$ cat src/rtl/lock_controller.sv
// ---------------------------------------------------------------------------
// lock_controller
//
// Six-digit BCD combination lock with a bounded number of consecutive failed
// attempts, a timed lockout, and in-field reprogramming of the code while the
// lock is open. Every output is driven straight from a flop, so each one
// reflects the inputs sampled on the previous rising edge.
//
// Ports
//   clock        in   single clock; all state changes on its rising edge
//   reset        in   synchronous, active-high; overrides every other input
//   digit_in     in   [3:0] entered digit, 0..9 legal, 10..15 treated as wrong
//   digit_valid  in   one-cycle strobe qualifying digit_in
//   relock       in   level; returns OPEN or FAIL to IDLE
//   prog_mode    in   level; in OPEN, a strobed digit starts code programming
//   unlocked     out  high while the lock is OPEN
//   locked_out   out  high while the lock is in LOCKOUT
//   fail_count   out  [2:0] consecutive failed attempts (never above MAX_FAILS)
//   digit_idx    out  [2:0] digits taken in the current entry/programming run
//   disp_digit   out  [3:0] last digit taken from digit_in
//   disp_mode    out  [2:0] 0 DIGIT, 1 OPEN, 2 CLOSED, 3 ERR, 4 LOCKED, 5 PROG
//   prog_err     out  one-cycle pulse when programming is aborted
// ---------------------------------------------------------------------------
module lock_controller #(
    parameter logic [23:0] DEFAULT_CODE   = 24'h211525,
    parameter int unsigned MAX_FAILS      = 3,
    parameter int unsigned LOCKOUT_CYCLES = 1000
) (
    input  logic       clock,
    input  logic       reset,
    input  logic [3:0] digit_in,
    input  logic       digit_valid,
    input  logic       relock,
    input  logic       prog_mode,
    output logic       unlocked,
    output logic       locked_out,
    output logic [2:0] fail_count,
    output logic [2:0] digit_idx,
    output logic [3:0] disp_digit,
    output logic [2:0] disp_mode,
    output logic       prog_err
);

    typedef enum logic [2:0] {
        S_IDLE    = 3'd0,
        S_ENTER   = 3'd1,
        S_OPEN    = 3'd2,
        S_FAIL    = 3'd3,
        S_LOCKOUT = 3'd4,
        S_PROG    = 3'd5
    } state_e;

    typedef enum logic [2:0] {
        DM_DIGIT  = 3'd0,
        DM_OPEN   = 3'd1,
        DM_CLOSED = 3'd2,
        DM_ERR    = 3'd3,
        DM_LOCKED = 3'd4,
        DM_PROG   = 3'd5
    } disp_e;

    localparam logic [2:0]  FAIL_LIMIT = 3'(MAX_FAILS);
    localparam logic [15:0] LOCK_LOAD  = 16'(LOCKOUT_CYCLES);
    localparam logic [2:0]  LAST_IDX   = 3'd5;

    // Digit 0 is the most significant nibble of a code word.
    function automatic logic [3:0] code_digit(input logic [23:0] code, input logic [2:0] idx);
        case (idx)
            3'd0:    code_digit = code[23:20];
            3'd1:    code_digit = code[19:16];
            3'd2:    code_digit = code[15:12];
            3'd3:    code_digit = code[11:8];
            3'd4:    code_digit = code[7:4];
            default: code_digit = code[3:0];
        endcase
    endfunction

    function automatic logic [23:0] put_digit(input logic [23:0] code, input logic [2:0] idx,
                                              input logic [3:0] d);
        put_digit = code;
        case (idx)
            3'd0:    put_digit[23:20] = d;
            3'd1:    put_digit[19:16] = d;
            3'd2:    put_digit[15:12] = d;
            3'd3:    put_digit[11:8]  = d;
            3'd4:    put_digit[7:4]   = d;
            default: put_digit[3:0]   = d;
        endcase
    endfunction

    state_e      state_q,      state_d;
    logic [23:0] code_q,       code_d;
    logic [23:0] shadow_q,     shadow_d;
    logic        mismatch_q,   mismatch_d;
    logic [2:0]  fail_count_q, fail_count_d;
    logic [2:0]  digit_idx_q,  digit_idx_d;
    logic [3:0]  disp_digit_q, disp_digit_d;
    disp_e       disp_mode_q,  disp_mode_d;
    logic        prog_err_q,   prog_err_d;
    logic        unlocked_q,   unlocked_d;
    logic        locked_q,     locked_d;
    logic [15:0] lock_cnt_q,   lock_cnt_d;

    logic       bad_digit;
    logic       digit_miss;
    logic [2:0] fail_next;

    // An out-of-range digit always counts as wrong, whatever the code holds.
    assign bad_digit  = (digit_in > 4'd9);
    assign digit_miss = bad_digit || (digit_in != code_digit(code_q, digit_idx_q));
    assign fail_next  = fail_count_q + 3'd1;

    // NOTE: every signal assigned in this block gets its default first, so no
    // path through the case statement can leave one unassigned and infer a latch.
    always_comb begin
        state_d      = state_q;
        code_d       = code_q;
        shadow_d     = shadow_q;
        mismatch_d   = mismatch_q;
        fail_count_d = fail_count_q;
        digit_idx_d  = digit_idx_q;
        disp_digit_d = disp_digit_q;
        disp_mode_d  = disp_mode_q;
        prog_err_d   = 1'b0;
        lock_cnt_d   = lock_cnt_q;

        case (state_q)
            S_IDLE: begin
                // Any strobe starts an attempt, even an illegal digit, so every
                // attempt is exactly six digits long.
                if (digit_valid) begin
                    state_d      = S_ENTER;
                    digit_idx_d  = 3'd1;
                    mismatch_d   = digit_miss;
                    disp_digit_d = digit_in;
                    disp_mode_d  = bad_digit ? DM_ERR : DM_DIGIT;
                end
            end

            S_ENTER: begin
                if (digit_valid) begin
                    disp_digit_d = digit_in;
                    if (digit_idx_q == LAST_IDX) begin
                        digit_idx_d = 3'd0;
                        if (!(mismatch_q || digit_miss)) begin
                            state_d      = S_OPEN;
                            fail_count_d = 3'd0;
                            disp_mode_d  = DM_OPEN;
                        end else begin
                            fail_count_d = fail_next;
                            if (fail_next == FAIL_LIMIT) begin
                                state_d     = S_LOCKOUT;
                                lock_cnt_d  = LOCK_LOAD;
                                disp_mode_d = DM_LOCKED;
                            end else begin
                                state_d     = S_FAIL;
                                disp_mode_d = DM_CLOSED;
                            end
                        end
                    end else begin
                        digit_idx_d = digit_idx_q + 3'd1;
                        mismatch_d  = mismatch_q || digit_miss;
                        disp_mode_d = bad_digit ? DM_ERR : DM_DIGIT;
                    end
                end
            end

            S_OPEN: begin
                if (relock) begin
                    state_d     = S_IDLE;
                    disp_mode_d = DM_DIGIT;
                end else if (prog_mode && digit_valid) begin
                    disp_digit_d = digit_in;
                    if (bad_digit) begin
                        // An illegal first digit aborts programming on the spot.
                        prog_err_d = 1'b1;
                    end else begin
                        state_d     = S_PROG;
                        digit_idx_d = 3'd1;
                        shadow_d    = put_digit(24'h0, 3'd0, digit_in);
                        disp_mode_d = DM_PROG;
                    end
                end
            end

            S_FAIL: begin
                if (relock) begin
                    state_d     = S_IDLE;
                    disp_mode_d = DM_DIGIT;
                end
            end

            S_LOCKOUT: begin
                // The counter holds LOCKOUT_CYCLES on the entry edge, so leaving
                // when it would reach zero gives exactly LOCKOUT_CYCLES cycles.
                lock_cnt_d = lock_cnt_q - 16'd1;
                if (lock_cnt_q <= 16'd1) begin
                    state_d      = S_IDLE;
                    lock_cnt_d   = 16'd0;
                    fail_count_d = 3'd0;
                    disp_mode_d  = DM_DIGIT;
                end
            end

            S_PROG: begin
                if (digit_valid) begin
                    disp_digit_d = digit_in;
                    if (bad_digit) begin
                        state_d     = S_OPEN;
                        digit_idx_d = 3'd0;
                        prog_err_d  = 1'b1;
                        disp_mode_d = DM_OPEN;
                    end else if (digit_idx_q == LAST_IDX) begin
                        // The live code only changes once all six digits are in.
                        code_d      = put_digit(shadow_q, digit_idx_q, digit_in);
                        state_d     = S_IDLE;
                        digit_idx_d = 3'd0;
                        disp_mode_d = DM_DIGIT;
                    end else begin
                        shadow_d    = put_digit(shadow_q, digit_idx_q, digit_in);
                        digit_idx_d = digit_idx_q + 3'd1;
                    end
                end
            end

            default: begin
                state_d = S_IDLE;
            end
        endcase

        unlocked_d = (state_d == S_OPEN);
        locked_d   = (state_d == S_LOCKOUT);
    end

    // NOTE: state uses non-blocking assignments so every flop samples the values
    // from before this edge, independent of statement order.
    always_ff @(posedge clock) begin
        if (reset) begin
            // NOTE: the code word is a register, not a RAM, and must come back
            // to DEFAULT_CODE on reset; the shadow is cleared too so no partial
            // programming survives.
            state_q      <= S_IDLE;
            code_q       <= DEFAULT_CODE;
            shadow_q     <= 24'h0;
            mismatch_q   <= 1'b0;
            fail_count_q <= 3'd0;
            digit_idx_q  <= 3'd0;
            disp_digit_q <= 4'd0;
            disp_mode_q  <= DM_DIGIT;
            prog_err_q   <= 1'b0;
            unlocked_q   <= 1'b0;
            locked_q     <= 1'b0;
            lock_cnt_q   <= 16'd0;
        end else begin
            state_q      <= state_d;
            code_q       <= code_d;
            shadow_q     <= shadow_d;
            mismatch_q   <= mismatch_d;
            fail_count_q <= fail_count_d;
            digit_idx_q  <= digit_idx_d;
            disp_digit_q <= disp_digit_d;
            disp_mode_q  <= disp_mode_d;
            prog_err_q   <= prog_err_d;
            unlocked_q   <= unlocked_d;
            locked_q     <= locked_d;
            lock_cnt_q   <= lock_cnt_d;
        end
    end

    assign unlocked   = unlocked_q;
    assign locked_out = locked_q;
    assign fail_count = fail_count_q;
    assign digit_idx  = digit_idx_q;
    assign disp_digit = disp_digit_q;
    assign disp_mode  = disp_mode_q;
    assign prog_err   = prog_err_q;

endmodule

$ cat config.mk
export PLATFORM = sky130hd
export DESIGN_NAME = lock_controller
export DESIGN_NICKNAME = d
export VERILOG_FILES = /design/src/rtl/lock_controller.sv
export SDC_FILE = /design/constraint.sdc
export NUM_CORES = 1
export LEC_CHECK = 0
export CORE_MARGIN = 3
export CORE_UTILIZATION = 40
export DETAILED_ROUTE_END_ITERATION = 16
export PLACE_DENSITY = 0.62
export SYNTH_ARGS = -nofsm -noshare
export SYNTH_HDL_FRONTEND = slang
export SYNTH_SLANG_ARGS = --single-unit
$ cat constraint.sdc
create_clock -name clock -period 3.3 [get_ports clock]
set_clock_uncertainty 0.2 [all_clocks]
set_input_delay 0.66 -clock clock [delete_from_list [all_inputs] [get_ports clock]]
set_output_delay 0.66 -clock clock [all_outputs]
set_load 0.02 [all_outputs]
======== Yosys cells after proc, flatten, opt, wreduce, memory -nomap -nowiden ========
Cells that the tools add are included.
storage, ports and cells
  bits in registers ....................... 84
  bits of input ports ..................... 9
  output and inout bits ................... 16
  logic and storage cells ................. 146
cells by class
  bitwise logic cells ..................... 1
  $add $sub $neg .......................... 3
  order comparisons ....................... 2
  muxes and demuxes ....................... 75
  eq/ne operators ......................... 32
  reductions and logical operators ........ 21
operators with widths
  kind                     count
  $mux W24                 6
  $mux W3                  37
  $mux W16                 5
  $pmux W24 S2             1
  $mux W4                  9
  $pmux W3 S6              2
  $pmux W16 S2             1
  $ne A2 B2 Y1 const B     14
  $pmux W4 S5              1
  $eq A3 B2 Y1 const B     6
  $le A16 B1 Y1 const B    1
  $reduce_and A4 Y1        4
  $sub A16 B1 Y16 const B  1
  $eq A3 B3 Y1 const B     5
  $reduce_and A7 Y1        2
  $pmux W3 S4              1
  $ne A3 B3 Y1 const B     3
  $reduce_and A9 Y1        1
  $pmux W4 S2              1
  $reduce_bool A2 Y1       4
  $mux W1                  7
  $add A3 B1 Y3 const B    2
  $eq A3 B1 Y1 const B     2
  $logic_not A3 Y1         2
  14 further kinds         16

======== Longest topological paths before layout ========
  depth after elaboration ................. 10
  gate-level depth with buffers ........... 14
  mapped depth without buffers ............ 10

======== Worst setup path after synthesis ========
No wires, ideal clock.
  kind .................................... reg-to-reg
  start ................................... register digit_idx_q[2], in the netlist digit_idx[2]
  end ..................................... register lock_cnt_q[10]
  stages on the path, launching flop included .. 14
  slack ................................... 0.073 ns
  data required time ...................... 3.012 ns
  period minus slack after synthesis ...... 3.227 ns
  path buffers ............................ 4
  setup time .............................. 0.088 ns
  arrival ................................. 2.939 ns
  cells stage by stage .................... dfxtp_1 -> buf_2 -> inv_1 -> ha_1 -> clkbuf_2 -> a221o_1 -> a32oi_1 -> xnor2_1 -> nand2_1 -> or4_4 -> buf_6 -> a21o_1 -> buf_6 -> a311oi_2
between the ends
  longest elaborated chain between the ends .. 7
  elaborated cells between the ends (all ways) .. 13
  classes of those cells .................. eq/ne (8); mux (1); reduce/logical (4)
RTL lines
  item                                        RTL line  RTL
  start: declaration                          96        logic [2:0] digit_idx_q, digit_idx_d;
  start signal: assignment                    260       digit_idx_q <= digit_idx_d;
  $eq A3 B3 Y1, or another cell as far along  68        case (idx)
  $pmux W4 S5                                 68
  $ne A4 B4 Y1                                110       assign digit_miss = bad_digit || (digit_in != code_digit(code_q, digit_idx_q));
  $logic_or A1 B1 Y1                          110
  $logic_or A1 B1 Y1                          145       if (!(mismatch_q || digit_miss)) begin
  $ne A2 B2 Y1 (no line)                      n/a
  $reduce_and A5 Y1 (no line) (*)             n/a
  end signal: assignment                      266       lock_cnt_q <= lock_cnt_d;
  end: declaration                            102       logic [15:0] lock_cnt_q, lock_cnt_d;
Mark *: on every way between the ends. The rest lies on a longest branch, timed or not.
A chain may end at the register's enable or synchronous reset.

======== Final worst setup path ========
  start ................................... register digit_idx_q[1], in the netlist digit_idx[1]
  end ..................................... register lock_cnt_q[15]
Same word-level chain as after synthesis.

==> results.py <==
metrics = {
    "floorplanning": {
        "design.portCount": 25,
        "die_y_um": 110.4,
        "dieArea_sq_um": 12190,
        "placementRows": 37,
        "die_width_um": 110.4,
        "core-area_sq_um": 10460,
        "initial_core_util_pct": 41.69,
    },
    "grt": {
        "grt_remaining_overflow": 0,
        "antenna_violations_before_repair": 0,
        "grt_first_pass_wirelength_mm": 18.21,
        "grt.total_usage_pct": 17.65,
        "first_global_vias": 3560,
        "grt_max_degree": 39,
    },
    "final_layout": {
        "finalNetCount": 556,
        "post-route-util_pct": 47.63,
        "diodes": 0,
        "drive_above_1_share_pct": 12.64,
        "area_delta_synth_final_pct": 14.26,
    },
    "detailed_routing": {
        "number_of_detailed_route_iterations_in_the_first_pass": 5,
        "routed_wire_length_per_instance_um": 15.83,
        "drtIter0Drc": 259,
        "drc_errors": 0,
        "route.final.wire_length_mm": 10.80,
        "drt-vias-per-instance": 5.691,
        "antenna_violating_nets_post_route": 0,
        "via_count": 3881,
    },
    "clock_network": {
        "cts_sinks": 84,
        "clk_latency_ns": 0.35,
        "cts_setup_buffers": 0,
        "cts_root_buffer": "clkbuf_8",
        "cts_tree": "yes",
        "clockBufferDepth": 2,
        "path_clk_slew_ns": 0.09,
        "cts_max_level": 3,
        "cts-buffers-inserted": 9,
        "cts.hold.buffers_added": 0,
        "cts_resized": 0,
    },
    "power_and_ir_drop": {
        "power_density_nw_per_um2": 392.0,
        "power_leakage_nw": 1.787,
        "power_mw": 1.954,
        "max-vdd-ir-drop_uv": 197.4,
    },
    "timing": {
        "worst_pin_slew_ns": 0.6493,
        "pins_over_their_slew_limit": 0,
        "final.hold.worst_slack_ns": 0.2644,
        "slew-limit-headroom_pct": 56.71,
        "postLayoutSetupSlackWorst_ns": 0.1930,
        "timing.fmax_ghz": 0.3219,
        "rsz_0062_raised_after_global_routing": "no",
        "min_period_ns": 3.107,
        "setup_violations": 0,
        "total_negative_setup_slacks_ns": 0,
        "final_hold_vios": 0,
        "finalCritPeriodShare_pct": 94.15,
    },
    "status": {
        "outcome": "completed",
    },
    "yosys": {
        "postSynth.topFlopCell": "dfxtp_1",
        "synthesis.instances": 520,
        "synthesis.yosys.warnings": 0,
        "yosys-top-cells-count": "84 x dfxtp_1, 76 x nor2_1, 52 x nand2_1",
        "synth_top_cell_by_area": "dfxtp_1",
        "syn-num-nets": 535,
        "post_synth_arst_share_pct": 0,
        "synth_seq_cells": 84,
        "ys_types": 68,
        "synth_top_cell_area_share_pct": 38.55,
        "synth_edf_count": 0,
        "avg_synthesized_cell_area_sq_um": 8.388,
        "synth_most_common_cell": "dfxtp_1",
        "ys_top_cells_by_area": "dfxtp_1 39%, nor2_1 6.5%, mux2i_1 6.2%",
        "synthesis.area_sq_um": 4362,
        "synth-seq-area-share_pct": 38.55,
    },
    "worst_setup_path": {
        "critical-path-slowest-cell": "or4_4",
        "worst-endpoint-arrival_ns": 3.17,
        "critical_path.endpoint_type": "flop",
        "cp_slowest_stage_delay_ns": 0.45,
        "setup_cp_type": "flop to flop",
        "crit_path_cell_trace": "nand2_1, inv_1, ha_1, a221o_1, a32oi_1, xnor2_1, nand2_1, or4_4, a21o_1, a311oi_2",
        "worstPathRequired_ns": 3.37,
        "cp_max_fo": 10,
        "crit_path_start_kind": "flop",
        "crit_path_frequent_cell": "nand2_1",
    },
    "hold_path": {
        "min-delay-path-class": "flop to flop",
    },
    "placement": {
        "detailed_placement_hpwl_mm": 7.456,
        "gp_congestion": 0.8444,
        "placement.setup.worst_slack_ns": -0.02307,
        "io_buffers": 24,
    },
    "job": {
        "max_cap_viol_count": 0,
    },
}
## registers in the layout, indices dropped and copies added (netlist names)
signal,cells
code_q,24
shadow_q,24
lock_cnt_q,16
disp_digit,4
digit_idx,3
disp_mode,3
fail_count,3
state_q,3
locked_out,1
mismatch_q,1
prog_err,1
unlocked,1
## worst max-delay path: cells and delay by family, from the launching register on
kind                       cells  cell delay [ns]
AOI/OAI and AO/OA              4             1.21
xor gates and xnor gates       1             0.15
adders and majority gates      1             0.24
buffers and inverters          1             0.07
DFF                            1             0.44
and+or+nand+nor                3             0.70
## kinds of logic (layout without fill, tap and decap cells)
| group | after synthesis | after routing | share of synthesized area, % |
|---|---|---|---|
| AND/OR/NAND/NOR | 200 | 200 | 22.35 |
| AO/OA/AOI/OAI | 143 | 143 | 23.90 |
| flip-flops | 84 | 84 | 38.55 |
| buffers and inverters | 53 | 79 | 5.880 |
| multiplexers | 27 | 27 | 6.196 |
| XOR/XNOR | 7 | 7 | 1.406 |
| adder cells (fa/ha/maj) | 6 | 6 | 1.721 |
## metrics by stage
stage          cell area, sq um  cells
6_report                   4984    682
4_1_cts                    4984    682
2_1_floorplan              4362    520
5_1_grt                    4984    682
3_5_place_dp               4776    666
3_3_place_gp               4776    666
## layer usage
metal | share of wire [%] | track usage, % | up-vias
met5 | 0 | 0 | -
met4 | 1.1 | 4.762 | 0
met3 | 4.1 | 3.068 | 8
met2 | 48 | 27.75 | 79
met1 | 47 | 24.93 | 1872
li1 | - | - | 1922
## power breakdown
group          total [mW]  switching [mW]  internal, mW  leakage, nW
registers            1.03         0.00938          1.02        0.679
logic               0.151          0.0903        0.0605         1.00
clock network       0.772           0.408         0.365        0.108
total                1.95           0.507          1.45         1.79
## worst paths after layout
kind | from | end | depth (start not counted) | slack, ns
setup / recovery | digit_idx[1] | lock_cnt_q[15] | 10 | 0.19
hold / removal | shadow_q[22] | code_q[22] | 2 | 0.26
setup reg to reg | digit_idx[1] | lock_cnt_q[15] | 10 | 0.19
hold reg to reg | shadow_q[22] | code_q[22] | 2 | 0.26
## cell usage in the layout (no fill, tap or decap), types with 3 or more instances in the layout
cell	n
or3_1	5
a211oi_2	4
nand3_1	9
and3_1	3
or2_2	3
a21oi_1	33
a31oi_1	5
a211oi_1	13
a22oi_1	11
nor3_1	14
o21a_1	6
xor2_1	5
mux2i_1	27
o21ai_1	3
nor2_1	76
nor3b_1	3
nand3b_1	4
ha_1	6
o22ai_1	3
a32oi_1	13
inv_1	12
o21ai_0	19
buf_4	26
nand2_1	52
clkbuf_8	9
clkdlybuf4s50_1	23
a211o_1	6
dfxtp_1	84
nand2b_1	9
a311oi_2	6
## layout make-up
cell class | count | area, sq um
multi-input combinational | 383 | 2429
tap | 136 | 170.2
sequential | 84 | 1682
clock inverter | 7 | 83.83
inverter | 12 | 45.04
fill | 1060 | 5479
timing repair buffer | 51 | 450.4
clock buffer | 9 | 123.9
Power figures use the tool's default switching activity.
